<file path="config.mk">
export PLATFORM = sky130hd
export DESIGN_NAME = bru_predict
export DESIGN_NICKNAME = d
export VERILOG_FILES = /design/src/rtl/bru_predict.sv
export SDC_FILE = /design/constraint.sdc
export NUM_CORES = 1
export LEC_CHECK = 0
export ABC_CLOCK_PERIOD_IN_PS = 5000
export BUFFER_PORTS_ARGS = -buffer_cell sky130_fd_sc_hd__buf_2
export CORE_UTILIZATION = 30
export DETAILED_ROUTE_END_ITERATION = 7
export GPL_ROUTABILITY_DRIVEN = 1
export PLACE_DENSITY = 0.51
export SETUP_SLACK_MARGIN = 0.2
export SLEW_MARGIN = 25
export SYNTH_ARGS = -nofsm -noshare
export SYNTH_HDL_FRONTEND = slang
export SYNTH_SLANG_ARGS = --single-unit
</file>
<file path="constraint.sdc">
create_clock -name clk -period 5 [get_ports clk]
set_input_delay 0.5 -clock clk [delete_from_list [all_inputs] [get_ports clk]]
set_output_delay 0.5 -clock clk [all_outputs]
set_load 0.02 [all_outputs]
</file>
<file path="src/rtl/bru_predict.sv">
// Branch resolution unit with a 2-bit BHT direction predictor.
// Optional macro BRU_PERF_CNT_EN adds saturating resolved-branch / mispredict counters.
package bru_pkg;
  localparam int XLEN  = 32;
  localparam int ROB_W = 6;
  localparam int PRD_W = 6;

  typedef logic [XLEN-1:0] xlen_t;

  typedef struct packed {
    logic              valid;
    logic [31:0]       pc;
    logic [31:0]       imm;
    logic [2:0]        funct3;
    logic [31:0]       instr;
    logic              is_branch;
    logic              is_jump;
    logic              is_jalr;
    logic              rd_used;
    logic [PRD_W-1:0]  prd;
    logic [ROB_W-1:0]  rob_tag;
  } rs_entry_t;

  typedef struct packed {
    logic              valid;
    logic [ROB_W-1:0]  rob_tag;
    logic              rd_used;
    logic [PRD_W-1:0]  prd;
    xlen_t             data;
  } wb_pkt_t;
endpackage

module bru_predict
  import bru_pkg::*;
#(
  parameter int BHT_ENTRIES = 64,
  parameter int BHT_IDX_W   = $clog2(BHT_ENTRIES)
) (
  input  logic              clk,
  input  logic              rst_n,
  input  logic              flush_i,
  input  logic [31:0]       lookup_pc_i,
  output logic              lookup_taken_o,
  input  logic              issue_valid_i,
  input  rs_entry_t         entry_i,
  input  xlen_t             src1_i,
  input  xlen_t             src2_i,
  input  logic              pred_taken_i,
  input  logic [31:0]       pred_target_i,
  output logic              mispredict_o,
  output logic [31:0]       target_pc_o,
  output logic [ROB_W-1:0]  recover_tag_o,
  output wb_pkt_t           wb_o,
  output logic [31:0]       perf_br_cnt_o,
  output logic [31:0]       perf_mp_cnt_o
);

  localparam logic [6:0] OP_BRANCH = 7'b1100011;
  localparam logic [6:0] OP_JAL    = 7'b1101111;
  localparam logic [6:0] OP_JALR   = 7'b1100111;

  logic [1:0] bht [BHT_ENTRIES];

  logic [6:0]           opcode;
  logic                 is_jalr;
  logic                 is_jmp;
  logic                 is_cond;
  logic                 cond_taken;
  logic                 actual_taken;
  logic [31:0]          taken_target;
  logic [31:0]          seq_pc;
  logic [31:0]          next_pc;
  logic                 mispredict;
  logic                 resolve;
  logic [BHT_IDX_W-1:0] upd_idx;
  logic [BHT_IDX_W-1:0] lookup_idx;
  logic                 unused_bits;

  assign unused_bits = ^{lookup_pc_i, entry_i.instr};

  // Lookup reads the array directly, so a same-cycle update is never bypassed.
  assign lookup_idx     = lookup_pc_i[BHT_IDX_W+1:2];
  assign lookup_taken_o = bht[lookup_idx][1];

  assign opcode  = entry_i.instr[6:0];
  assign is_jalr = entry_i.is_jalr || (opcode == OP_JALR);
  assign is_jmp  = entry_i.is_jump || is_jalr || (opcode == OP_JAL);
  assign is_cond = !is_jmp && (entry_i.is_branch || (opcode == OP_BRANCH));

  always_comb begin
    cond_taken = 1'b0;
    case (entry_i.funct3)
      3'b000:  cond_taken = (src1_i == src2_i);
      3'b001:  cond_taken = (src1_i != src2_i);
      3'b100:  cond_taken = ($signed(src1_i) <  $signed(src2_i));
      3'b101:  cond_taken = ($signed(src1_i) >= $signed(src2_i));
      3'b110:  cond_taken = (src1_i <  src2_i);
      3'b111:  cond_taken = (src1_i >= src2_i);
      default: cond_taken = 1'b0;
    endcase
  end

  assign actual_taken = is_jmp || (is_cond && cond_taken);
  assign taken_target = is_jalr ? ((src1_i + entry_i.imm) & 32'hFFFF_FFFE)
                                : (entry_i.pc + entry_i.imm);
  assign seq_pc       = entry_i.pc + 32'd4;
  assign next_pc      = actual_taken ? taken_target : seq_pc;
  assign mispredict   = (actual_taken != pred_taken_i) ||
                        (actual_taken && pred_taken_i && (taken_target != pred_target_i));
  assign resolve      = issue_valid_i && entry_i.valid && !flush_i;
  assign upd_idx      = entry_i.pc[BHT_IDX_W+1:2];

  // Outputs are single-cycle pulses: anything not refreshed by a resolve returns to 0.
  always_ff @(posedge clk) begin
    if (!rst_n) begin
      mispredict_o  <= 1'b0;
      target_pc_o   <= '0;
      recover_tag_o <= '0;
      wb_o          <= '0;
      for (int i = 0; i < BHT_ENTRIES; i++) begin
        bht[i] <= 2'b01;
      end
    end else begin
      mispredict_o  <= 1'b0;
      target_pc_o   <= '0;
      recover_tag_o <= '0;
      wb_o          <= '0;
      if (resolve) begin
        wb_o.valid   <= 1'b1;
        wb_o.rob_tag <= entry_i.rob_tag;
        wb_o.rd_used <= entry_i.rd_used;
        wb_o.prd     <= entry_i.rd_used ? entry_i.prd : '0;
        wb_o.data    <= (is_jmp && entry_i.rd_used) ? seq_pc : '0;
        if (mispredict) begin
          mispredict_o  <= 1'b1;
          target_pc_o   <= next_pc;
          recover_tag_o <= entry_i.rob_tag;
        end
        if (is_cond) begin
          if (cond_taken && bht[upd_idx] != 2'b11) begin
            bht[upd_idx] <= bht[upd_idx] + 2'b01;
          end else if (!cond_taken && bht[upd_idx] != 2'b00) begin
            bht[upd_idx] <= bht[upd_idx] - 2'b01;
          end
        end
      end
    end
  end

`ifdef BRU_PERF_CNT_EN
  logic [31:0] br_cnt;
  logic [31:0] mp_cnt;

  always_ff @(posedge clk) begin
    if (!rst_n) begin
      br_cnt <= '0;
      mp_cnt <= '0;
    end else if (resolve) begin
      if (is_cond && br_cnt != 32'hFFFF_FFFF) br_cnt <= br_cnt + 32'd1;
      if (mispredict && mp_cnt != 32'hFFFF_FFFF) mp_cnt <= mp_cnt + 32'd1;
    end
  end

  assign perf_br_cnt_o = br_cnt;
  assign perf_mp_cnt_o = mp_cnt;
`else
  assign perf_br_cnt_o = '0;
  assign perf_mp_cnt_o = '0;
`endif

endmodule

</file>
## Word-level counts from Yosys, hierarchy flattened

Memories as Yosys holds them, arrays and structs flattened.
Cells that the tools add are included.

- Bitwise operators: 1
- $mul: 0
- $lt $le $gt $ge: 4
- Add/sub/neg operators: 5
- Muxes and demuxes: 23
- Divide/modulo/power cells: 0
- Equality and inequality tests: 13
- Reductions and logical operators: 25
- Shift operators: 0

Operators with widths:

| kind | number |
|---|---|
| two-way mux 32 bit | 3 |
| adder 32 bit | 2 |
| greater-or-equal comparator 32 bit | 2 |
| < comparator 32 bit | 2 |
| != test 32 bit | 2 |
| two-way mux 46 bit | 1 |
| adder 32 x 3 -> 32 bit, second input constant | 1 |
| equality test 32 bit | 1 |
| equality test 7 bit, second input constant | 3 |
| two-way mux 1 bit | 14 |
| equality test 3 bit, second input constant | 4 |
| two-way mux 6 bit | 2 |
| logical AND 1 bit | 9 |
| AND reduction 3 bit | 3 |
| logical OR 1 bit | 6 |
| one-hot mux 1 bit (6 select lines) | 1 |
| two-way mux 2 bit | 2 |
| equality test 3 x 1 -> 1 bit, second input constant | 1 |
| logical NOT 1 bit | 3 |
| logical NOT 3 bit | 1 |
| adder 2 x 1 -> 2 bit, second input constant | 1 |
| != test 2 bit, second input constant | 1 |
| AND reduction 2 bit | 1 |
| nonzero test 2 bit | 1 |
| other kinds (4) | 4 |

- RAM bits: 128
- Word-level logic and storage cells: 80
- Register bits after elaboration: 85
- Memories: 1
- Latch bits: 0
- Bits of input ports: 249
- Output and inout bits: 150
- Memory bits (read-only): 0

Memories:

| name | depth | bits a word | read ports | clocked after memory_dff | wr ports | RTL line | RTL |
|---|---|---|---|---|---|---|---|
| bht | 64 | 2 | 2 | 0 | 64 | 62 | `logic [1:0] bht [BHT_ENTRIES];` |

## Logic depth before layout (Yosys ltp)

Gate-level depths: netlist (run 1).

- Word-level depth: 13
- Mapped depth: 22
- Mapped depth without buffers: 19

## Least setup slack after synthesis (run 1)

Ideal clock, no wire load.

- Path type: input to register
- From: in src2_i[15]
- To: reg target_pc_o[28]
- Setup time: 0.128 ns
- Data required time: 4.872 ns
- Arrival: 4.843 ns
- Stages on the path: 22
- Setup slack: 0.029 ns
- Path buffers: 3
- Cells stage by stage: inv_1 ha_1 a21oi_1 o21a_1 o21ai_0 a2111o_1 a221oi_1 mux2i_1 a31oi_1 clkbuf_1 clkinv_1 ha_1 a21oi_1 o2111ai_1 nor4_1 nand4_1 nor4_1 nand4_1 nor3_1 buf_2 buf_2 nor3_1

- Cells in the longest elaborated chain, start to end: 8
- Elaborated cells between the ends (all ways): 15
- Classes of those cells: order compare (4); eq/ne (3); mux (2); reduce/logical (6)

RTL lines:

| element | RTL line | RTL |
|---|---|---|
| from (decl) | 47 | `input xlen_t src2_i,` |
| greater-or-equal comparator 32 bit, or another cell as far along | 98 | `3'b111: cond_taken = (src1_i >= src2_i);` |
| one-hot mux 1 bit (6 select lines) (*) | 92 | `case (entry_i.funct3)` |
| logical AND 1 bit (*) | 103 | `assign actual_taken = is_jmp \|\| (is_cond && cond_taken);` |
| logical OR 1 bit (*) | 103 |  |
| logical AND 1 bit (2 in a row) | 109 | `(actual_taken && pred_taken_i && (taken_target != pred_target_i));` |
| logical OR 1 bit | 108 | `assign mispredict = (actual_taken != pred_taken_i) \|\|` |
| AND reduction 3 bit (no line) | - |  |
| to (signal assigned) | 136 | `target_pc_o <= next_pc;` |
| to (decl) | 51 | `output logic [31:0] target_pc_o,` |

Mark *: on every way between the ends. The rest lies on a longest branch, timed or not.
A chain may end at the register's enable or synchronous reset.

## Worst setup path in the final report (run 1)

- From: in src1_i[15]
- To: reg target_pc_o[18]

- Cells in the longest elaborated chain, start to end: 8
- Elaborated cells between the ends (all ways): 18
- Classes of those cells: add/sub (1); order compare (4); eq/ne (4); mux (3); reduce/logical (6)

RTL lines:

| element | RTL line | RTL |
|---|---|---|
| from (decl) | 46 | `input xlen_t src1_i,` |
| branches (longest 8 deep; another with adder 32 bit) | - |  |

Several ways; the timed one is not identified.

==> results of run 1 <==
[synthesized netlist by cell type, drive strengths merged (14+ instances only)]
| master | n |
|---|---|
| nor3b | 14 |
| buf | 110 |
| and2 | 20 |
| inv | 47 |
| nand3 | 56 |
| xor2 | 56 |
| nor2b | 23 |
| nor2 | 201 |
| nor3 | 27 |
| a21oi | 103 |
| mux2i | 38 |
| dfxtp | 85 |
| xnor2 | 51 |
| o211ai | 17 |
| or3 | 16 |
| nand2 | 187 |
| and3 | 30 |
| ha | 95 |
| edfxtp | 128 |
| a31oi | 15 |
| a211oi | 27 |
| or2 | 14 |
| clkbuf | 78 |
| nand4 | 41 |
| o21ai | 124 |
| mux4 | 29 |
| a21o | 24 |
| a2111oi | 24 |
| mux2 | 15 |
[stage by stage]
step	power (uW)	hold WS [ps]	setup TNS (ps)
floorplan	2940	635	0
global placement	3430	724	-990
detailed placement	3440	730	-5790
CTS	5350	161	0
global route	5560	182	0
finish	5330	189	0
[area by class of cell]
| cell class | instances | area [um^2] | share of cell area, % |
|---|---|---|---|
| Timing Repair Buffer | 372 | 2160 | 11.0 |
| Multi-Input combinational cell | 1490 | 10100 | 51.2 |
| Clock buffer | 30 | 701 | 3.56 |
| Sequential cell | 213 | 5550 | 28.2 |
| Antenna cell | 1 | 2.50 | 0.0127 |
| Inverter | 48 | 180 | 0.915 |
| Clock inverter | 16 | 148 | 0.749 |
| Tap cell | 696 | 871 | 4.42 |
[state kept, by name, indices dropped and copies added, names as in the netlist]
signal,count
target_pc_o,32
wb_o,46
bht,128
mispredict_o,1
recover_tag_o,6
[worst register-to-register path, delay by kind of cell, from the launching register on]
kind	cells	cell delay (ps)
simple gates	5	1300
buf+inv	2	330
compound gates	4	1050
mux	2	620
flops	1	400
[report_power, final]
| group | internal, uW | switching, uW | leakage (uW) |
|---|---|---|---|
| combinational | 562 | 978 | 0.00569 |
| clock | 1110 | 779 | 0.000420 |
| sequential | 1880 | 16.3 | 0.00178 |
[cell usage in the layout (no fill, tap or decap), drive strengths merged, types with 11 or more instances in the layout]
master | synthesis | routed
xor2 | 56 | 56
ha | 95 | 95
a2111oi | 24 | 24
and3 | 30 | 30
nor2b | 23 | 23
conb | 1 | 64
inv | 47 | 50
nor3b | 14 | 14
o21ai | 124 | 124
nor4 | 12 | 12
nand3 | 56 | 56
nand2 | 187 | 187
a221oi | 11 | 11
a31oi | 15 | 15
a22oi | 12 | 12
or2 | 14 | 14
clkinv | 1 | 11
clkbuf | 78 | 30
and2 | 20 | 20
edfxtp | 128 | 128
nor3 | 27 | 27
o21a | 11 | 11
nor2 | 201 | 201
o211ai | 17 | 17
xnor2 | 51 | 51
a211oi | 27 | 27
mux2 | 15 | 15
mux4 | 29 | 29
buf | 110 | 372
a21oi | 103 | 103
mux2i | 38 | 38
or3 | 16 | 16
nand4 | 41 | 41
a21o | 24 | 24
dfxtp | 85 | 85
[kinds of logic after synthesis]
family | synth area share [%]
AO/OA/AOI/OAI | 18.0
XOR/XNOR | 6.07
adder cells (fa/ha/maj) | 7.42
buffers and inverters | 7.27
flip-flops | 33.5
multiplexers | 7.36
other | 0.0227
AND/OR/NAND/NOR | 20.3
[path summary, 6_finish.rpt]
path / from / to / slack (ps) / depth (start not counted)
max: src1_i[15] / target_pc_o[18] / 530 / 21
min: entry_i[3] / wb_o[42] / 190 / 2
max reg2reg: bht[9][1] / bht[61][1] / 950 / 13
min reg2reg: bht[55][0] / bht[52][0] / 870 / 4
[layer usage]
layer | vias up | GRT usage (%) | share of wire, %
li1 | 7359 | - | -
met1 | 7474 | 31.1 | 44
met2 | 723 | 35.8 | 44
met3 | 106 | 5.11 | 9.0
met4 | 0 | 6.75 | 3.1
met5 | - | 0 | 0
[repair_timing]
item                                   4_1_cts  5_1_grt
endpoints found under the hold margin        0        0
resized for setup                            0        2
setup endpoints to repair                    0       39
==> flow_summary.toml, run 1 <==
[timing]
final_max_slew_viol_count = 0
hold_viol = 0
finalCritPeriodShare_pct = 89.4
setup_viol = 0
tightest_slew_ps = 942
rsz0062_at_grt = "false"
fin_crit_ps = 4470
finClkSkew_ps = 31.4
setup_ws_ps = 529
slew_headroom_pct = 37.1
fmax_ghz = 0.224

[critical_path]
criticalPathCategory = "primary input to flip-flop"
worst_path_max_delay_cell = "a2111o_1"
worst_ep_arrival_time_ps = 4830
slowest_delay_ps = 450
cp-start-kind = "primary input"
end_kind = "flip-flop"
worstPathMaxFanout = 39
crit_buf_inv = 4
crit_required_ps = 5360
cp_cell_sequence = "buf_2 > ha_1 > a21oi_1 > o21a_1 > o21ai_0 > a2111o_1 > a221oi_1 > mux2i_1 > buf_4 > a31oi_4 > clkinv_1 > ha_1 > a21oi_1 > o2111ai_1 > nor4_1 > nand4_1 > nor4_4 > nand4_1 > nor3_2 > buf_12 > a2111oi_0"
cp_top_family = "compound AO/OA/AOI/OAI gates"

[status]
status = "complete, no violations"

[worst_hold_path]
hold_path.class = "primary input to flip-flop"

[yosys]
synthTopCellsByArea = "edfxtp_1, dfxtp_1, ha_1"
ys_ff_latch = 213
yosysSeqAreaShare_pct = 33.5
synth_edf_count = 128
synthDistinctLibCells = 90
synth_top_area_share_pct = 23.2
synthesis.instances = 1876
syn_avg_cell_area_um2 = 8.82
syn_area_um2 = 16500
yosysWarnings = 0
yosys.area.top_type = "edfxtp_1"
ys_async_sr_fraction_pct = 0
synth_flop_cell = "edfxtp_1"

[cts]
cts.htree.levels = 1
clock_latency_ps = 550
numCtsBuffers = 25
clk_path_buf_depth = 3
cts_root_buf = "clkbuf_16"
clkTransAtPathRegs_ps = 60
cts_setup_buffers = 0
clkSinkCount = 213
cts_tree = "built"
hold_buffers = 0

[floorplan]
die_h_um = 237
coreArea_um2 = 54100
initial_core_util_pct = 30.6
pin_count = 399
dieArea_um2 = 56100
die_x_um = 237
num_rows = 85

[detailed_routing]
wire_per_inst_um = 22.8
num_vias = 15662
drc = 0
ant_nets = 0
vias_per_cell = 5.46
first_iter_violations = 1517
first_pass_iters = 5
drt-total-wl_mm = 65.2

[global_route]
grt_max_degree = 65
first_global_vias = 15462
gr-total-overflow = 0
grtUsageTotal_pct = 22.8
grt_pass1_wl_mm = 96.5
antenna_found_initial = 3

[placement]
place.gp.congestion = 0.919
dpl_cell_area_um2 = 18800
detailedPlace.worstSlack_ps = -196
placed_cells = 2819
portBuffers = 283
place_hpwl_mm = 52.2

[layout]
final_net_count = 2496
final_cells = 2866
fillers = 5557
final_util_pct = 36.4
syn_to_final_growth_pct = 19.0
drive_gt1_share_pct = 23.2
stdcell_area_um2 = 19700

[power]
ir_worst_vdd_mv = 0.306
power_density_nw_per_um2 = 271
leakagePower_uw = 0.00790

[job]
drv_cap = 0
No activity file was read; power rests on OpenSTA's default activity.
==> run 2, diff against run 1 <==
--- a/config.mk
+++ b/config.mk
@@ -5,12 +5,12 @@
 export SDC_FILE = /design/constraint.sdc
 export NUM_CORES = 1
 export LEC_CHECK = 0
-export ABC_CLOCK_PERIOD_IN_PS = 5000
+export ABC_CLOCK_PERIOD_IN_PS = 4300
 export BUFFER_PORTS_ARGS = -buffer_cell sky130_fd_sc_hd__buf_2
 export CORE_UTILIZATION = 30
 export DETAILED_ROUTE_END_ITERATION = 7
 export GPL_ROUTABILITY_DRIVEN = 1
-export PLACE_DENSITY = 0.51
+export PLACE_DENSITY = 0.49
 export SETUP_SLACK_MARGIN = 0.2
 export SLEW_MARGIN = 25
 export SYNTH_ARGS = -nofsm -noshare
==> constraint.sdc (replaced) <==
create_clock -name clk -period 4.3 [get_ports clk]
set_input_delay 0.43 -clock clk [delete_from_list [all_inputs] [get_ports clk]]
set_output_delay 0.43 -clock clk [all_outputs]
set_load 0.02 [all_outputs]
==> run 2 against run 1 <==
Non-clock buffer count up 122. Flip-flop and latch count unchanged. Via count up 3.4%. Cell count up 4.3%. Utilization up 2.3 points. Clock power up 9%. Sequential share of layout area down 1.7 points. Hold slack worse by 72 ps. Register-to-register slack worse by 480 ps. Critical path type unchanged.
==> flow_summary.toml, run 2 (synthesized netlist as in run 1, its figures left out) <==
[power]
internal_power_uw = 4160
leakagePower_uw = 0.00855
switching_share_pct = 33.5
p_clk_share_pct = 33.0
combPwrFrac_pct = 31.7
p_sw_uw = 2100
pwr-share-seq_pct = 35.3
ir_worst_vdd_mv = 0.371
power_density_nw_per_um2 = 298

[detailed_routing]
drc = 0
first_pass_iters = 5
drt-total-wl_mm = 68.1
ant_nets = 0
vias_per_cell = 5.42
num_vias = 16201
wire_per_inst_um = 22.8
first_iter_violations = 1421

[floorplan]
die_h_um = 237
dieArea_um2 = 56100
coreArea_um2 = 54100
initial_core_util_pct = 30.6
die_x_um = 237
num_rows = 85
pin_count = 399

[critical_path]
criticalPathCategory = "primary input to flip-flop"
worst_ep_arrival_time_ps = 4370
crit_required_ps = 4670
end_kind = "flip-flop"
worstPathMaxFanout = 11
cp-start-kind = "primary input"

[global_route]
grtUsageTotal_pct = 23.5
gr-total-overflow = 0
grt_max_degree = 65
first_global_vias = 15775
grt_pass1_wl_mm = 99.0
antenna_found_initial = 3

[placement]
place.gp.congestion = 0.945
place_hpwl_mm = 53.9
portBuffers = 283
placed_cells = 2934

[job]
drv_cap = 0

[layout]
multi_input_area_um2 = 10300
largest-register = "bht"
largest_reg_flops = 128
final_util_pct = 38.7
reg.largest.list = "bht x128, wb_o x46, target_pc_o x32"
fillers = 5503
final_net_count = 2617
regArea_um2 = 5550
syn_to_final_growth_pct = 26.7
final_cell_mix = "buf_2, nor2_1, buf_4"
final_cells = 2988
drive_gt1_share_pct = 29.0
layout_commonest_cell = "buf_2"

[worst_hold_path]
hold_path.class = "primary input to flip-flop"

[status]
status = "complete, no violations"

[timing]
finalCritPeriodShare_pct = 93.0
rsz0062_at_grt = "true"
hold_viol = 0
setup_viol = 0
fin_crit_ps = 4000
tightest_slew_ps = 1050
fmax_ghz = 0.250
finClkSkew_ps = 15.3
final_max_slew_viol_count = 0
slew_headroom_pct = 30.1

[cts]
clock_latency_ps = 540
clk_path_buf_depth = 3
cts.htree.levels = 1
numCtsBuffers = 24
cts_root_buf = "clkbuf_16"
clkSinkCount = 213
hold_buffers = 0
clkTransAtPathRegs_ps = 60
cts_tree = "built"
==> run 2: cell types whose count changed in the layout (fill, tap and decap cells not counted), moves of 7 or more <==
cell,previous run,this run
a21oi_1,102,95
a21oi_2,0,7
buf_12,6,16
buf_4,83,191
ha_1,95,85
ha_4,0,10
==> run 2: critical path, stage by stage <==
cell,delay (ps)
buf_2,130
ha_4,240
a21oi_2,120
o21a_1,150
o21ai_2,60
a2111o_1,430
a221oi_2,260
mux2i_1,110
buf_4,150
a31oi_4,220
clkinv_4,80
ha_4,220
a21oi_2,120
o2111ai_2,140
nor4_2,240
nand4_1,170
nor4_4,330
nand4_1,190
nor3_4,190
buf_6,150
clkbuf_16,160
a2111oi_0,70
==> run 2: timing repair <==
action,4_1_cts,5_1_grt
gates resized for setup,1,43
endpoints found under the setup margin,39,39
buffers inserted,0,3
gates cloned,0,4
pin swaps,0,17
==> run 2: power groups by stage <==
stage	logic, uW	registers (uW)	clock network (uW)
2_1_floorplan	1160	2260	0
5_1_grt	2150	2210	2170
6_report	1990	2210	2060
4_1_cts	1940	2210	2100
3_5_place_dp	1920	2250	0
3_3_place_gp	1910	2250	0
==> run 2: layout make-up <==
class,count,area share [%]
Tap cell,696,4.15
Timing Repair Buffer,494,15.5
Inverter,48,0.883
Antenna cell,3,0.0358
Clock buffer,30,3.18
Sequential cell,213,26.4
Clock inverter,14,0.555
Multi-Input combinational cell,1490,49.2
==> run 2: stage by stage <==
step	TNS, ps	setup slack, ps	power (uW)	instance area, um^2	hold slack (ps)
after global placement	-13740	-386	4170	19800	653
after global routing	0	137	6530	21000	97.0
after detailed placement	-17770	-514	4180	19800	656
after CTS	0	211	6240	20600	87.9
final	0	300	6260	21000	117
after floorplan	0	232	3420	16800	565
==> run 2: worst paths after layout <==
| check | end | startpoint | slack, ps | cells past startpoint |
|---|---|---|---|---|
| max | target_pc_o[23] | src1_i[11] | 300 | 22 |
| min | wb_o[41] | entry_i[2] | 120 | 2 |
| max reg2reg | bht[56][0] | bht[9][1] | 470 | 13 |
| min reg2reg | bht[49][0] | bht[55][0] | 900 | 4 |
==> run 2: routing by layer <==
layer	routed length, um	global-route usage, %	vias up	part of all wire, %
li1	-	-	7604	-
met1	30700	32.2	7802	45
met2	29600	36.5	675	44
met3	5720	5.61	118	8.4
met4	2010	6.63	2	2.9
met5	13	0	-	0.019
